## src/rtl/complex_accum_dump.sv

```systemverilog
// Integrate-and-dump of complex samples: sums N strobed di/dq samples per window.
// Latency: si/sq/output_strobe valid the cycle after the edge capturing the Nth sample.
// Backpressure: none; enable=0 freezes all state, and sync restarts the window.
//
// Ports:
//   clock, reset          rising-edge clock, async active-high reset
//   enable                clock enable; low holds every register including outputs
//   dump_len              window length minus one, sampled when a window starts
//   sync                  drop the partial sum and restart (strobed sample starts new window)
//   di, dq, input_strobe  signed complex sample and its valid
//   si, sq, output_strobe window sum and one-cycle strobe
//   busy                  high while a window is open (ACCUM)
module complex_accum_dump #(
  parameter int DWIDTH = 32,
  parameter int CWIDTH = 8
) (
  input  logic                            clock,
  input  logic                            reset,
  input  logic                            enable,
  input  logic [CWIDTH-1:0]               dump_len,
  input  logic                            sync,
  input  logic signed [DWIDTH-1:0]        di,
  input  logic signed [DWIDTH-1:0]        dq,
  input  logic                            input_strobe,
  output logic signed [DWIDTH+CWIDTH-1:0] si,
  output logic signed [DWIDTH+CWIDTH-1:0] sq,
  output logic                            output_strobe,
  output logic                            busy
);

  localparam int AW = DWIDTH + CWIDTH;
  localparam logic [CWIDTH:0] ONE = 1;

  typedef enum logic {IDLE, ACCUM} state_t;

  state_t              state;
  logic signed [AW-1:0] acc_i, acc_q;
  // count and n_lat need one extra bit: a full window holds 2^CWIDTH samples.
  logic [CWIDTH:0]      count;
  logic [CWIDTH:0]      n_lat;

  logic signed [AW-1:0] ext_i, ext_q;
  logic signed [AW-1:0] sum_i, sum_q;
  logic [CWIDTH:0]      count_inc;
  logic                 start;

  assign ext_i     = {{CWIDTH{di[DWIDTH-1]}}, di};
  assign ext_q     = {{CWIDTH{dq[DWIDTH-1]}}, dq};
  assign sum_i     = acc_i + ext_i;
  assign sum_q     = acc_q + ext_q;
  assign count_inc = count + ONE;
  // A strobed sample opens a new window from IDLE, or from any state when sync is high.
  assign start     = input_strobe && (sync || state == IDLE);
  assign busy      = (state == ACCUM);

  always_ff @(posedge clock or posedge reset) begin
    if (reset) begin
      state         <= IDLE;
      acc_i         <= '0;
      acc_q         <= '0;
      count         <= '0;
      n_lat         <= '0;
      si            <= '0;
      sq            <= '0;
      output_strobe <= 1'b0;
    end else if (enable) begin
      output_strobe <= 1'b0;
      if (start) begin
        n_lat <= {1'b0, dump_len} + ONE;
        if (dump_len == '0) begin
          // Single-sample window: the sample is the whole window, dump immediately.
          si            <= ext_i;
          sq            <= ext_q;
          output_strobe <= 1'b1;
          acc_i         <= '0;
          acc_q         <= '0;
          count         <= '0;
          state         <= IDLE;
        end else begin
          acc_i <= ext_i;
          acc_q <= ext_q;
          count <= ONE;
          state <= ACCUM;
        end
      end else if (sync) begin
        // Abandoned window never dumps.
        acc_i <= '0;
        acc_q <= '0;
        count <= '0;
        state <= IDLE;
      end else if (state == ACCUM && input_strobe) begin
        if (count_inc == n_lat) begin
          si            <= sum_i;
          sq            <= sum_q;
          output_strobe <= 1'b1;
          acc_i         <= '0;
          acc_q         <= '0;
          count         <= '0;
          state         <= IDLE;
        end else begin
          acc_i <= sum_i;
          acc_q <= sum_q;
          count <= count_inc;
        end
      end
    end
  end

endmodule

```

## config.mk

```make
export PLATFORM = sky130hd
export DESIGN_NAME = complex_accum_dump
export DESIGN_NICKNAME = d
export VERILOG_FILES = /design/src/rtl/complex_accum_dump.sv
export SDC_FILE = /design/constraint.sdc
export NUM_CORES = 1
export LEC_CHECK = 0
export ABC_AREA = 1
export BUFFER_PORTS_ARGS = -buffer_cell sky130_fd_sc_hd__clkbuf_2
export CORE_AREA = 2 2 179 181
export DETAILED_ROUTE_END_ITERATION = 12
export DIE_AREA = 0 0 181 183
export GPL_TIMING_DRIVEN = 0
export PLACE_DENSITY = 0.7
export SYNTH_ARGS = -nofsm -noshare
export SYNTH_HDL_FRONTEND = slang
export SYNTH_SLANG_ARGS = --single-unit
```

## constraint.sdc

```tcl
create_clock -name clock -period 7.4 [get_ports clock]
set_input_delay 1.48 -clock clock [delete_from_list [all_inputs] [get_ports clock]]
set_output_delay 1.48 -clock clock [all_outputs]
set_load 0.02 [all_outputs]
```

==> out/qor.csv <==
metric,value,unit
maximum fanout along the worst path,10,
Synth Area in Compound Gates,9.56,%
WP data arrival,4.40,ns
drt first pass iters,8,
Layout fillers,3249,
grt met3 use,7.61,%
Synth Instances,2585,
Leakage,0.00978,uW
nets@finish,2923,
Design Power,4770,uW
crit path capture type,register,
Buffers on Ports,158,
RD Place Congestion,1.00,
top cell type's share of synthesized area,29.2,%
Fin Hold WS,0.485,ns
mux cell area share after synthesis,1.04,%
Std-Cell Rows,65,
Synth Area in XOR/XNOR,1.74,%
Initial Util,49.4,%
TritonCTS buffer count,17,
Syn Nets,2745,
largest net degree at the start of global routing,104,
synthesized area per cell,5.96,sq um
drt first-iter violations,1565,
Placed Area,16700,sq um
Worst setup SP type,primary input,
max_cap viols,0,
vias per inst,5.34,
Fmax achieved,249,MHz
post-synthesis cell type count,31,
routed len/inst,17.8,microns
Yosys warnings,0,
multi-input gate area in the final layout,9220,sq um
Power Internal,2500,uW
largest family of logic cells by synthesized area,simple AND/OR/NAND/NOR gates,
sequential share of the synthesized area,29.2,%
Longest Clk Path Bufs,2,
cell with the most instances after synthesis,nand2_1,
htree depth,4,
min Tclk post-route,4.02,ns
"top cells by count, synth","975 x nand2_1, 375 x inv_1, 332 x nor2_1",
Critical Path RT,7.78,ns
grt ovf,0,
first-pass GRT wire length,87900,microns
core area,31200,sq um
placed insts,3146,
"FF+latch count, synth",180,
Max VDD drop,197,uV
CTS Sinks,180,
count of final setup violators,0,
number of post-CTS setup repair buffers,0,
clk root buf,clkbuf_16,
RSZ-0062 raised after global routing,false,
Tcrit/Tclk final,54.3,%
met1 usage,48.7,%
HP Class,register to register,
DR vias,17000,
DIE AREA,33100,sq um
worst slew pin tran,1.10,ns
"Hold Violations, Final",0,
outcome,completed,
number of gates resized after CTS,0,
initial antenna violation count,1,
layout cells sized above 1,8.14,%
combinational share of power,50.7,%
Async SR Flop Fraction,100,%
cell taking the most area after synthesis,dfrtp_1,
routed wire length,56700,microns
post-layout instance area,17300,sq um
global route hottest layer,met2,
register area,4500,sq um
Reg power frac,29.7,%
skew final,0.0176,ns
All-Layer GR Usage,34.6,%
"CTS clk-pin slew, worst paths",0.07,ns
DRT antenna net count,0,
drt drc,0,
Synth area leaders,"dfrtp_1 29%, nand2_1 24%, inv_1 9.1%",
Die Wd,181,microns
hold buffers post-CTS,0,
met2 Use GR,52.2,%
WS Path Type,primary input to register,
post-route insts no fill,3178,
I/O Pins,159,
area grow syn2layout,12.3,%
clock latency on the worst-skew pair,0.47,ns
HPWL Detailed,45600,microns
die extent in y,183,microns
most used flip-flop cell after synthesis,dfrtp_1,
CTS tree,done,
NetSw,2270,uW
"Cell Area, Synth",15400,sq um
ant diodes,0,
Post-synth EDFFs,0,
post-synthesis simple-gate area fraction,40.6,%
power density cells,275,nW/um^2
Synth Area in Adders,6.83,%
worst rel slew slack,26.4,%
Sw Ratio,47.6,%
vias in the first global route,16000,
"Slew Viols, Final",0,
Clk network pwr share,19.6,%
[metal layers]
metal / vias to the layer above / share of wire, %
met3: 107 / 8.8
met1: 7746 / 46
met2: 664 / 42
met4: 0 / 3.3
li1: 8451 / -
met5: - / 0
[final cells by class]
cell class | instances | share of cell area, %
Buffer | 66 | 1.63
Multi-Input combinational cell | 1962 | 53.2
Timing Repair Buffer | 159 | 4.73
Inverter | 377 | 8.22
Tap cell | 402 | 2.91
Clock buffer | 18 | 2.54
Sequential cell | 180 | 26.0
Clock inverter | 14 | 0.730
[cells by family (layout without fill, tap and decap cells)]
group,after synthesis,count (layout)
compound gates,289,289
xor+xnor,29,29
fa+ha+maj,83,83
buf+inv,443,634
flops,180,180
mux,16,16
simple gates,1545,1545
[critical path: stages]
cell and delay [ns]:
clkbuf_2 0.09, inv_1 0.06, nand2_1 0.05, inv_1 0.07, nor2_1 0.06, clkbuf_1 0.40
nor2_1 0.88, nand2_2 0.32, inv_2 0.26, buf_2 0.45, nand2_1 0.11, a21oi_1 0.16
[cell usage in the layout, fill, tap and decap left out, types with 4 or more instances in the layout]
master / Yosys / routed
a21oi_1: 222 / 222
buf_2: 16 / 16
clkbuf_1: 48 / 48
clkbuf_16: 0 / 17
clkbuf_2: 0 / 158
clkinv_2: 0 / 5
dfrtp_1: 180 / 180
ha_1: 81 / 81
inv_1: 375 / 374
mux2i_1: 16 / 16
nand2_1: 975 / 975
nand3_1: 123 / 123
nand3b_1: 15 / 15
nand4_1: 73 / 73
nor2_1: 332 / 332
nor3_1: 13 / 13
o21ai_0: 42 / 42
o21ai_1: 11 / 11
o21bai_1: 4 / 4
o22ai_1: 7 / 7
or2_2: 8 / 8
xnor2_1: 7 / 7
xor2_1: 21 / 21
[path summary, 6_finish.rpt]
check,from,to,slack (ns),depth (start not counted)
max in group asynchronous,reset,sq[37]$_DFFE_PP0P_,5.34,3
hold reg to reg,si[23]$_DFFE_PP0P_,si[23]$_DFFE_PP0P_,0.48,2
min in group asynchronous,reset,si[0]$_DFFE_PP0P_,1.10,2
hold / removal,si[23]$_DFFE_PP0P_,si[23]$_DFFE_PP0P_,0.48,2
setup / recovery,sync,acc_q[30]$_DFFE_PP0P_,3.38,12
setup reg to reg,busy$_DFFE_PP0P_,acc_q[30]$_DFFE_PP0P_,4.14,10
[power groups by stage]
stage | Sequential [uW] | Combinational [uW] | Clock, uW
3_3_place_gp | 1420 | 2340 | 0
6_report | 1420 | 2420 | 936
2_1_floorplan | 1610 | 1460 | 0
4_1_cts | 1410 | 2390 | 943
3_5_place_dp | 1430 | 2380 | 0
5_1_grt | 1440 | 2710 | 977
[metrics by stage]
stage / utilization, % / setup TNS, ns / setup slack [ns]
4_1_cts: 55.4 / 0 / 3.50
2_1_floorplan: - / 0 / 1.03
5_1_grt: 55.4 / 0 / 3.35
6_report: 55.4 / 0 / 3.38
3_5_place_dp: 53.6 / 0 / 3.03
3_3_place_gp: 53.5 / -231.23 / -1.31
[state kept, by name (all words and copies together), names as in the netlist]
signal / flops
sq: 40
si: 40
acc_i: 40
n_lat: 9
output_strobe: 1
count: 9
acc_q: 40
busy: 1
No activity file was read; power rests on OpenSTA's default activity.
